==> config.mk <==
export PLATFORM = sky130hd
export DESIGN_NAME = event_encoder_4to2
export DESIGN_NICKNAME = d
export VERILOG_FILES = /design/src/rtl/event_encoder_4to2.sv
export SDC_FILE = /design/constraint.sdc
export NUM_CORES = 1
export LEC_CHECK = 0
export ABC_AREA = 1
export CORE_UTILIZATION = 40
export DETAILED_ROUTE_END_ITERATION = 6
export GPL_TIMING_DRIVEN = 0
export MAX_ROUTING_LAYER = met4
export PLACE_DENSITY = 0.68
export SETUP_SLACK_MARGIN = 0.15
export SLEW_MARGIN = 15
export SYNTH_ARGS = -nofsm -noshare
export SYNTH_HDL_FRONTEND = slang
export SYNTH_SLANG_ARGS = --single-unit
==> constraint.sdc <==
create_clock -name clk -period 3.33 [get_ports clk]
set_clock_uncertainty 0.15 [all_clocks]
set_input_delay 0.666 -clock clk [delete_from_list [all_inputs] [get_ports clk]]
set_output_delay 0.666 -clock clk [all_outputs]
set_load 0.01 [all_outputs]
==> src/rtl/event_encoder_4to2.sv <==
// event_encoder_4to2
//   Sequential 4-to-2 encoder. Event pulses on four one-hot request lines are
//   captured into a pending register and issued one at a time as 2-bit codes
//   over a valid/ready handshake (line i <-> code i). An event arriving on a
//   line that is already pending, and not being cleared this edge, is a drop.
//
//   Build option: define EVENT_ENCODER_ROUND_ROBIN_EN for round-robin
//   selection; otherwise the lowest pending index wins.
//
// Ports
//   clk      in   1       clock, rising-edge
//   rst      in   1       asynchronous active-high reset
//   D        in   4       event lines
//   Y        out  2       code of the issued event (registered)
//   valid    out  1       Y holds a valid code (registered)
//   ready    in   1       consumer accepts Y when valid && ready at an edge
//   pending  out  4       pending register
//   drop_cnt out  DROP_W  saturating dropped-event counter
module event_encoder_4to2 #(
  parameter int unsigned DROP_W = 8
) (
  input  logic              clk,
  input  logic              rst,
  input  logic [3:0]        D,
  output logic [1:0]        Y,
  output logic              valid,
  input  logic              ready,
  output logic [3:0]        pending,
  output logic [DROP_W-1:0] drop_cnt
);

  logic [3:0]        p_q, p_d;
  logic [1:0]        y_q, y_d;
  logic              valid_q, valid_d;
  logic [DROP_W-1:0] cnt_q, cnt_d;

  logic              free;
  logic              load;
  logic [1:0]        sel;
  logic [3:0]        clr;
  logic [3:0]        drop_bits;
  logic [2:0]        drop_num;
  logic [DROP_W:0]   cnt_sum;

`ifdef EVENT_ENCODER_ROUND_ROBIN_EN
  logic [1:0] ptr_q, ptr_d;
  logic [1:0] idx;
  logic       found;

  // Search upward from the line after the last one issued, wrapping at 3.
  always_comb begin
    sel   = 2'd0;
    found = 1'b0;
    idx   = 2'd0;
    for (int j = 0; j < 4; j++) begin
      idx = ptr_q + 2'(j + 1);
      if (!found && p_q[idx]) begin
        found = 1'b1;
        sel   = idx;
      end
    end
  end

  always_comb begin
    ptr_d = ptr_q;
    if (load) ptr_d = sel;
  end

  always_ff @(posedge clk or posedge rst) begin
    if (rst) ptr_q <= 2'd3;
    else     ptr_q <= ptr_d;
  end
`else
  // Fixed priority: scan from the top so the lowest set index wins.
  always_comb begin
    sel = 2'd0;
    for (int j = 3; j >= 0; j--) begin
      if (p_q[j]) sel = 2'(j);
    end
  end
`endif

  // Output register accepts a new code when empty or being handed off now.
  assign free = !valid_q || ready;
  assign load = free && (p_q != 4'b0000);

  always_comb begin
    clr = 4'b0000;
    if (load) clr[sel] = 1'b1;
  end

  always_comb begin
    y_d     = y_q;
    valid_d = valid_q;
    if (free) begin
      valid_d = load;
      if (load) y_d = sel;
    end
  end

  // A re-arriving event on a line cleared this edge simply re-pends it.
  assign p_d       = (p_q & ~clr) | D;
  assign drop_bits = D & p_q & ~clr;
  assign drop_num  = {2'b00, drop_bits[0]} + {2'b00, drop_bits[1]}
                   + {2'b00, drop_bits[2]} + {2'b00, drop_bits[3]};

  // One spare bit catches overflow; at most 4 is added, so one bit suffices.
  assign cnt_sum = {1'b0, cnt_q} + (DROP_W + 1)'(drop_num);

  always_comb begin
    cnt_d = cnt_sum[DROP_W-1:0];
    if (cnt_sum[DROP_W]) cnt_d = '1;
  end

  always_ff @(posedge clk or posedge rst) begin
    if (rst) begin
      p_q     <= 4'b0000;
      y_q     <= 2'b00;
      valid_q <= 1'b0;
      cnt_q   <= '0;
    end else begin
      p_q     <= p_d;
      y_q     <= y_d;
      valid_q <= valid_d;
      cnt_q   <= cnt_d;
    end
  end

  assign Y        = y_q;
  assign valid    = valid_q;
  assign pending  = p_q;
  assign drop_cnt = cnt_q;

endmodule

After elaboration in Yosys (flattened, before gate mapping)
Index checks and enable logic that the tools add are counted.
{"block": "totals", "regBits": 15, "out_inout_bits": 15}
{"block": "classes", "addsub": 4, "magnitude_cmp": 2, "mux": 8, "bitwise_logic": 5, "reduce_logical": 6}
{"op": "4-bit bitwise AND", "n": 3}
{"op": "8-bit by 3-bit adder with 9-bit output", "n": 1}
{"op": "2-bit 2-to-1 mux", "n": 4}
{"op": "8-bit 2-to-1 mux", "n": 1}
{"op": "4-bit 2-to-1 mux", "n": 1}
{"op": "4-bit NOT", "n": 1}
{"op": "4-bit OR", "n": 1}
{"op": "4-bit nonzero test", "n": 1}
{"op": "2-bit by 1-bit adder with 3-bit output", "n": 1}
{"op": "3-bit by 1-bit adder with 3-bit output", "n": 1}
{"op": "2-bit by 3-bit less-than comparator with 1-bit output, second input constant", "n": 1}
{"op": "1-bit by 1-bit adder with 2-bit output", "n": 1}
{"op": "1-bit demux with 2-bit select", "n": 1}
{"op": "2-bit by 1-bit greater-or-equal comparator with 1-bit output, second input constant", "n": 1}
{"op": "1-bit logical AND", "n": 2}
{"op": "2-bit AND reduction", "n": 1}
{"op": "1-bit logical NOT", "n": 1}
{"op": "1-bit logical OR", "n": 1}
{"op": "1-bit 2-to-1 mux", "n": 1}

Logic depth before layout (Yosys ltp)
Gate-level depths: netlist (run 1).
{"block": "logic_depth", "word_depth": 16, "mapped_depth": 15}

Least setup slack after synthesis (run 1)
OpenSTA, ideal clock, no wires.
{"block": "synth_timing", "kind": "input to register", "start": "in ready", "end": "reg cnt_q[2] (netlist: drop_cnt[2])", "t_arrival_ns": 2.520, "slack_ns": 0.531, "path_stages": 14, "n_path_buf": 0, "path_cell_list": "inv_1 nand2_2 inv_1 nor2_1 nand2_1 nand3_1 fa_1 fa_1 inv_1 fa_1 nand2_1 inv_2 nand4_4 o21ai_0"}
{"block": "synth_via", "elab_chain_cells": 10}
{"element": "start, declared", "line": "27", "source": "input logic ready,"}
{"element": "1-bit logical OR (*)", "line": "84", "source": "assign free = !valid_q || ready;"}
{"element": "1-bit logical AND (*)", "line": "85", "source": "assign load = free && (p_q != 4'b0000);"}
{"element": "4-bit 2-to-1 mux (*)", "line": "89", "source": "if (load) clr[sel] = 1'b1;"}
{"element": "4-bit NOT (*)", "line": "103", "source": "assign drop_bits = D & p_q & ~clr;"}
{"element": "4-bit bitwise AND (*)", "line": "103"}
{"element": "1-bit by 1-bit adder with 2-bit output", "line": "104", "source": "assign drop_num = {2'b00, drop_bits[0]} + {2'b00, drop_bits[1]}"}
{"element": "2-bit by 1-bit adder with 3-bit output", "line": "105", "source": "+ {2'b00, drop_bits[2]} + {2'b00, drop_bits[3]};"}
{"element": "3-bit by 1-bit adder with 3-bit output (*)", "line": "105"}
{"element": "8-bit by 3-bit adder with 9-bit output (*)", "line": "108", "source": "assign cnt_sum = {1'b0, cnt_q} + (DROP_W + 1)'(drop_num);"}
{"element": "8-bit 2-to-1 mux (*)", "line": "112", "source": "if (cnt_sum[DROP_W]) cnt_d = '1;"}
{"element": "named net cnt_d[2]", "line": "35", "source": "logic [DROP_W-1:0] cnt_q, cnt_d;"}
{"element": "end signal, assigned", "line": "125", "source": "cnt_q <= cnt_d;"}
{"element": "end, declared", "line": "35"}
Mark *: on every way through the listed nets, which the timed path passes. The rest lies on a longest branch.
A chain may end at the register's enable or synchronous reset.

Worst setup path after layout (run 1)
Same ends and word-level chain as after synthesis.

==> out/qor.csv, run 1 <==
stage,metric,value,unit
yosys,Synth async-reset ratio,100,%
timing,setup TNS,0,ns
route,Total Routed Length,1.49,mm
die,# rows,15,
status,status,"complete, no violations",
route,Vias/cell,4.57,
die,die width,47.1,um
yosys,Synth Area in Compound Gates,5.07,%
worst_setup_path,Crit Path Max Fanout,7,
yosys,dominant synthesized flop cell,dfrtp_1,
timing,Fmax,331,MHz
yosys,Netlist cell types,18,
timing,Worst slew margin,61.8,%
yosys,#FFs+latches synth,15,
worst_setup_path,Setup crit end kind,flip-flop,
min_path,Hold Crit Class,flip-flop to flip-flop,
timing,final setup vio count,0,
yosys,largest family of logic cells by synthesized area,simple AND/OR/NAND/NOR gates,
clocking,CTS Hold Bufs,0,
worst_setup_path,Worst Path Required,3.40,ns
finish,non-filler instance count after layout,147,
die,total die area,2220,um2
grt,first-pass GRT wire length,2.55,mm
power,Worst VDD drop,0.386,mV
yosys,Synth Area in Simple Gates,29.6,%
worst_setup_path,Reg-to-Reg Start,pending[0],
finish,final core occ,61.4,%
timing,setup ws final,0.312,ns
power,LEAKAGE,0.557,nW
clocking,H-tree depth,1,
yosys,top cell type's share of synthesized area,46.1,%
placement,Place WS,-0.124,ns
yosys,mux cell area share after synthesis,0,%
yosys,"area leader, netlist",dfrtp_1,
clocking,root buf cell,clkbuf_4,
worst_setup_path,internal reg-to-reg setup slack,0.69,ns
clocking,clock sinks,15,
yosys,Adder-Cell Fraction of Synth Area,8.91,%
worst_setup_path,r2r endpoint,drop_cnt[2],
die,effective utilization at floorplan,44.7,%
yosys,synth top area cells,"dfrtp_1 (46%), nand2_1 (12%), inv_1 (8.8%), fa_1 (7.4%), nand3_1 (5.5%)",
route,# DRC,0,
yosys,most common cell in the netlist,nand2_1,
yosys,Synth Area in XOR/XNOR,1.08,%
min_path,hold_sp,Y[1],
min_path,hold path cells,2,
finish,# nets final,134,
finish,antenna fix cells,0,
route,DRT iter0 DRCs,11,
route,vias,672,
grt,initial antenna violation count,0,
timing,Final Hold Fails,0,
yosys,Post-synth top cells,"nand2_1 (26), inv_1 (19), dfrtp_1 (15), nand3_1 (9), nor2_1 (6)",
route,DR WL/cell,10.2,um
clocking,CTS buffer count,3,
placement,GP Congestion,0.759,
yosys,sequential share of the synthesized area,46.1,%
clocking,clk_lat worst skew,0.29,ns
yosys,synthesized area per cell,8.40,um2
finish,layout cells sized above 1,19.7,%
worst_setup_path,arrival time worst endpoint,3.08,ns
timing,Slew @ Worst Pin,0.573,ns
run,max-cap viol count,0,
yosys,syn_nets,108,
placement,dpl cells,143,
die,Core ar.,1820,um2
timing,Tmin final,3.02,ns
yosys,synthesized area,815,um2
yosys,Syn Inst Count,97,
timing,RSZ-0062 raised after global routing,false,
route,DR pass1 iterations,4,
yosys,Post-synth EDFFs,0,
worst_setup_path,r2r worst-path depth,12,
placement,hpwl dp,1.17,mm
timing,Final period util,90.6,%
route,Post-DRT Antenna Nets,0,
clocking,Clock Pin Slew Worst Setup and Hold Paths,0.10,ns
finish,P&R area growth vs syn,37.2,%
grt,Congestion Overflow GR,0,
finish,Fillers,176,
grt,pin count of the biggest net entering global routing,16,
clocking,CTS Buffer Depth,2,
grt,vias in the first global route,638,
timing,Hold WS,0.345,ns
worst_setup_path,Crit Path Class,input port to flip-flop,
yosys,Synth Warn #,0,
clocking,CTS tree,done,
grt,GRT Total Usage,17.0,%
placement,Port Buffers,21,
die,chip height,47.1,um
worst_setup_path,startpoint types,input port,
timing,"Slew Viols, Final",0,
power,PwrDens,705,nW/um2
die,num ports,22,
min_path,worst hold endpoint,Y[1],
## what timing repair did
item	4_1_cts	5_1_grt
endpoints found under the hold margin	0	0
gates resized for setup	0	11
setup buffers	0	0
endpoints found under the setup margin	0	8
## where the power goes
part	leakage, nW	switching, W	internal (W)
Clock	0.0177	0.0000607	0.0000446
Sequential	0.173	0.0000576	0.000234
Combinational	0.366	0.000195	0.000195
Total	0.557	0.000314	0.000474
## cells by family after synthesis
kind of cell,Yosys count
AO/OA/AOI/OAI,7
adder cells (fa/ha/maj),4
buffers and inverters,20
XOR/XNOR,1
AND/OR/NAND/NOR,50
flip-flops,15
## sequential cells by signal, indices dropped and copies added, names as in the netlist
signal,flops
drop_cnt,8
pending,4
Y,2
valid,1
## through the flow
| stage | area, um2 | total power [W] |
|---|---|---|
| 2_1_floorplan | 815 | 0.000497 |
| 3_3_place_gp | 1060 | 0.000637 |
| 3_5_place_dp | 1060 | 0.000650 |
| 4_1_cts | 1080 | 0.000763 |
| 5_1_grt | 1120 | 0.000859 |
| 6_report | 1120 | 0.000788 |
## worst max-delay path, stage by stage
cell,delay (ns)
clkdlybuf4s50_1,0.45
inv_1,0.04
nand2_2,0.10
inv_1,0.06
nor2_1,0.08
nand2_1,0.08
nand3_2,0.08
fa_1,0.43
fa_2,0.35
inv_2,0.08
fa_2,0.20
nand2_1,0.08
inv_2,0.11
nand4_4,0.16
o21ai_2,0.10
## worst max-delay path by stage
stage | startpoint | to | slack (ns) | cells after the start
after floorplan | ready | drop_cnt[2] | 0.53 | 14
after global placement | ready | drop_cnt[2] | -0.03 | 15
after detailed placement | ready | drop_cnt[2] | -0.12 | 15
after CTS | ready | drop_cnt[2] | 0.19 | 15
after global routing | ready | drop_cnt[2] | 0.16 | 15
final | ready | drop_cnt[2] | 0.31 | 15
## layout by cell type, fill, tap and decap left out, types with 2 or more instances in the layout
cell             synthesis  final
clkbuf_4                 0      3
clkdlybuf4s50_1          0     21
dfrtp_1                 15     15
fa_2                     0      2
inv_1                   19     18
inv_2                    1      2
nand2_1                 26     24
nand2_2                  5      7
nand3_1                  9      5
nand3_2                  0      4
nor2_1                   6      6
o21ai_1                  3      3
o21ai_2                  1      2
## layer usage
| layer | vias up | routed length [um] | global-route usage (%) |
|---|---|---|---|
| li1 | 344 | - | - |
| met1 | 310 | 659 | 20.0 |
| met2 | 16 | 760 | 29.2 |
| met3 | 2 | 64 | 2.31 |
| met4 | 0 | 10 | 6.86 |
| met5 | - | 0 | - |
## cell type report
cell class | instances | area [um2] | share of cell area, %
multi-input combinational | 62 | 398 | 35.6
inverter | 20 | 75.1 | 6.72
clock buffer | 3 | 22.5 | 2.02
timing repair buffer | 21 | 210 | 18.8
clock inverter | 1 | 5.00 | 0.448
tap | 25 | 31.3 | 2.80
sequential | 15 | 375 | 33.6
Note: power is estimated with default switching activity, not from simulation.
==> inputs of run 2 (changes only) <==
--- a/config.mk
+++ b/config.mk
@@ -6,6 +6,7 @@
 export NUM_CORES = 1
 export LEC_CHECK = 0
 export ABC_AREA = 1
+export CORE_ASPECT_RATIO = 1.1
 export CORE_UTILIZATION = 40
 export DETAILED_ROUTE_END_ITERATION = 6
 export GPL_TIMING_DRIVEN = 0
==> out/qor.csv, run 2 (synthesis gave the netlist of run 1 again) <==
stage,metric,value,unit,change
placement,dpl cells,145,,+1.4%
timing,"Slew Viols, Final",0,,unchanged
finish,most frequent cells in the layout,"nand2_1 (26), clkdlybuf4s50_1 (21), inv_1 (17), dfrtp_1 (15), nand3_1 (6)",,
power,Reg power frac,37.8,%,+0.7 points
route,DR pass1 iterations,4,,unchanged
clocking,clk_lat worst skew,0.28,ns,about the same
timing,Worst slew margin,61.1,%,-0.65 points
clocking,H-tree depth,1,,unchanged
timing,RSZ-0062 raised after global routing,false,,
grt,vias in the first global route,629,,-1.4%
clocking,clock sinks,15,,unchanged
grt,Congestion Overflow GR,0,,unchanged
finish,"commonest non-fill, non-tap cell in the layout",nand2_1,,
timing,Fmax,333,MHz,+0.44%
grt,pin count of the biggest net entering global routing,16,,unchanged
power,P_int,0.000465,W,-2.0%
grt,initial antenna violation count,0,,unchanged
route,vias,681,,+1.3%
power,Switching Fraction,39.7,%,-0.12 points
finish,# nets final,135,,+0.75%
finish,P&R area growth vs syn,37.5,%,
worst_setup_path,crit path cell chain,clkdlybuf4s50_1 -> inv_1 -> nand2_2 -> inv_2 -> nor2_1 -> nand2_1 -> nand3_2 -> fa_1 -> fa_2 -> inv_2 -> fa_2 -> nand2_1 -> inv_2 -> nand4_4 -> nand3_1,,
worst_setup_path,Setup crit end kind,flip-flop,,
worst_setup_path,Crit Path Max Fanout,7,,unchanged
grt,GRT Total Usage,17.5,%,+0.51 points
die,effective utilization at floorplan,44.2,%,-0.52 points
power,clock power share,13.4,%,about the same
finish,antenna fix cells,0,,unchanged
die,num ports,22,,unchanged
clocking,root buf cell,clkbuf_4,,
worst_setup_path,"Slowest-stage cell, CP",fa_1,,
run,max-cap viol count,0,,unchanged
clocking,CTS Buffer Depth,2,,unchanged
status,status,"complete, no violations",,
timing,setup TNS,0,ns,unchanged
worst_setup_path,internal reg-to-reg setup slack,0.66,ns,-0.03 ns
min_path,Hold Crit Class,flip-flop to flip-flop,,
timing,Slew @ Worst Pin,0.583,ns,+0.00970 ns
finish,non-filler instance count after layout,150,,+2.0%
die,die width,45.0,um,-4.5%
placement,Port Buffers,21,,unchanged
route,DR WL/cell,10.1,um,-0.88%
route,Vias/cell,4.54,,-0.69%
route,Total Routed Length,1.51,mm,+1.1%
finish,max reg flops,8,,unchanged
clocking,CTS buffer count,3,,unchanged
placement,hpwl dp,1.16,mm,-1.2%
power,PwrDens,688,nW/um2,-2.4%
die,total die area,2220,um2,about the same
power,LEAKAGE,0.556,nW,-0.19%
worst_setup_path,crit-path most repeated cell,inv_2,,
timing,Final period util,90.2,%,-0.40 points
finish,layout cells sized above 1,19.5,%,-0.16 points
die,# rows,16,,+1
worst_setup_path,Max stage delay on crit path,0.56,ns,+0.11 ns
timing,final setup vio count,0,,unchanged
power,Worst VDD drop,0.450,mV,+16%
clocking,CTS Hold Bufs,0,,unchanged
worst_setup_path,Crit Path Class,input port to flip-flop,,
grt,first-pass GRT wire length,2.69,mm,+5.7%
worst_setup_path,Worst Path Required,3.35,ns,-0.05 ns
timing,Tmin final,3.00,ns,-0.0133 ns
clocking,Clock Pin Slew Worst Setup and Hold Paths,0.09,ns,about the same
placement,GP Congestion,0.786,,+3.7%
die,chip height,49.3,um,+4.7%
timing,Final Hold Fails,0,,unchanged
worst_setup_path,startpoint types,input port,,
route,DRT iter0 DRCs,14,,+3
route,Post-DRT Antenna Nets,0,,unchanged
route,# DRC,0,,unchanged
power,Psw,0.000306,W,-2.5%
power,Logic pwr share,48.8,%,-0.8 points
die,Core ar.,1840,um2,+1.2%
clocking,CTS tree,done,,
worst_setup_path,arrival time worst endpoint,3.03,ns,-0.05 ns
-- run 2: layout make-up --
class / instances / area [um2]
inverter: 20 / 75.1
tap: 27 / 33.8
clock buffer: 3 / 22.5
sequential: 15 / 375
multi-input combinational: 62 / 390
fill: 181 / 722
timing repair buffer: 22 / 218
clock inverter: 1 / 5.00
-- run 2: per-stage QoR --
step | instance area [um2] | hold WS [ns] | utilization, % | setup WS [ns] | total power [W]
after floorplan | 815 | 0.366 | - | 0.531 | 0.000497
after global placement | 1060 | 0.322 | 57.5 | -0.0284 | 0.000637
after detailed placement | 1060 | 0.323 | 57.5 | -0.0959 | 0.000649
after CTS | 1090 | 0.348 | 59.0 | 0.208 | 0.000760
after global routing | 1120 | 0.396 | 60.8 | 0.146 | 0.000842
final | 1120 | 0.339 | 60.8 | 0.326 | 0.000770
-- run 2: path summary, 6_finish.rpt --
kind	endpoint	startpoint	depth (start not counted)
worst max-delay path	drop_cnt[3]	ready	15
worst min-delay path	Y[1]	Y[1]	2
worst max register to register	drop_cnt[3]	pending[2]	14
worst min register to register	Y[1]	Y[1]	2
max in group asynchronous	pending[1]	rst	2
min in group asynchronous	drop_cnt[6]	rst	2
-- run 2: worst max-delay path: cells and delay by family --
| kind | cells | cell delay (ns) |
|---|---|---|
| simple gates | 7 | 0.60 |
| fa+ha+maj | 3 | 1.10 |
| buf+inv | 5 | 0.64 |
-- run 2: layer usage --
metal  wire length (um)  global-route usage (%)  vias up  share of wire, %
met5                  0                       -        -                 0
met4                 37                    10.6        0               2.4
met3                 67                    2.59        4               4.4
met2                744                    28.0       19                49
met1                662                    20.0      311                44
li1                   -                       -      347                 -
-- run 2: power groups by stage --
stage / Sequential [W] / Clock (W) / Combinational, W
floorplan: 0.000312 / 0 / 0.000185
global placement: 0.000292 / 0 / 0.000345
detailed placement: 0.000292 / 0 / 0.000357
CTS: 0.000290 / 0.000110 / 0.000360
global route: 0.000300 / 0.000118 / 0.000424
finish: 0.000291 / 0.000104 / 0.000376
-- run 2: what timing repair did --
action                                  4_1_cts  5_1_grt
buffers inserted                              0        1
gates resized for setup                       0       10
hold endpoints to repair                      0        0
endpoints found under the setup margin        0        8
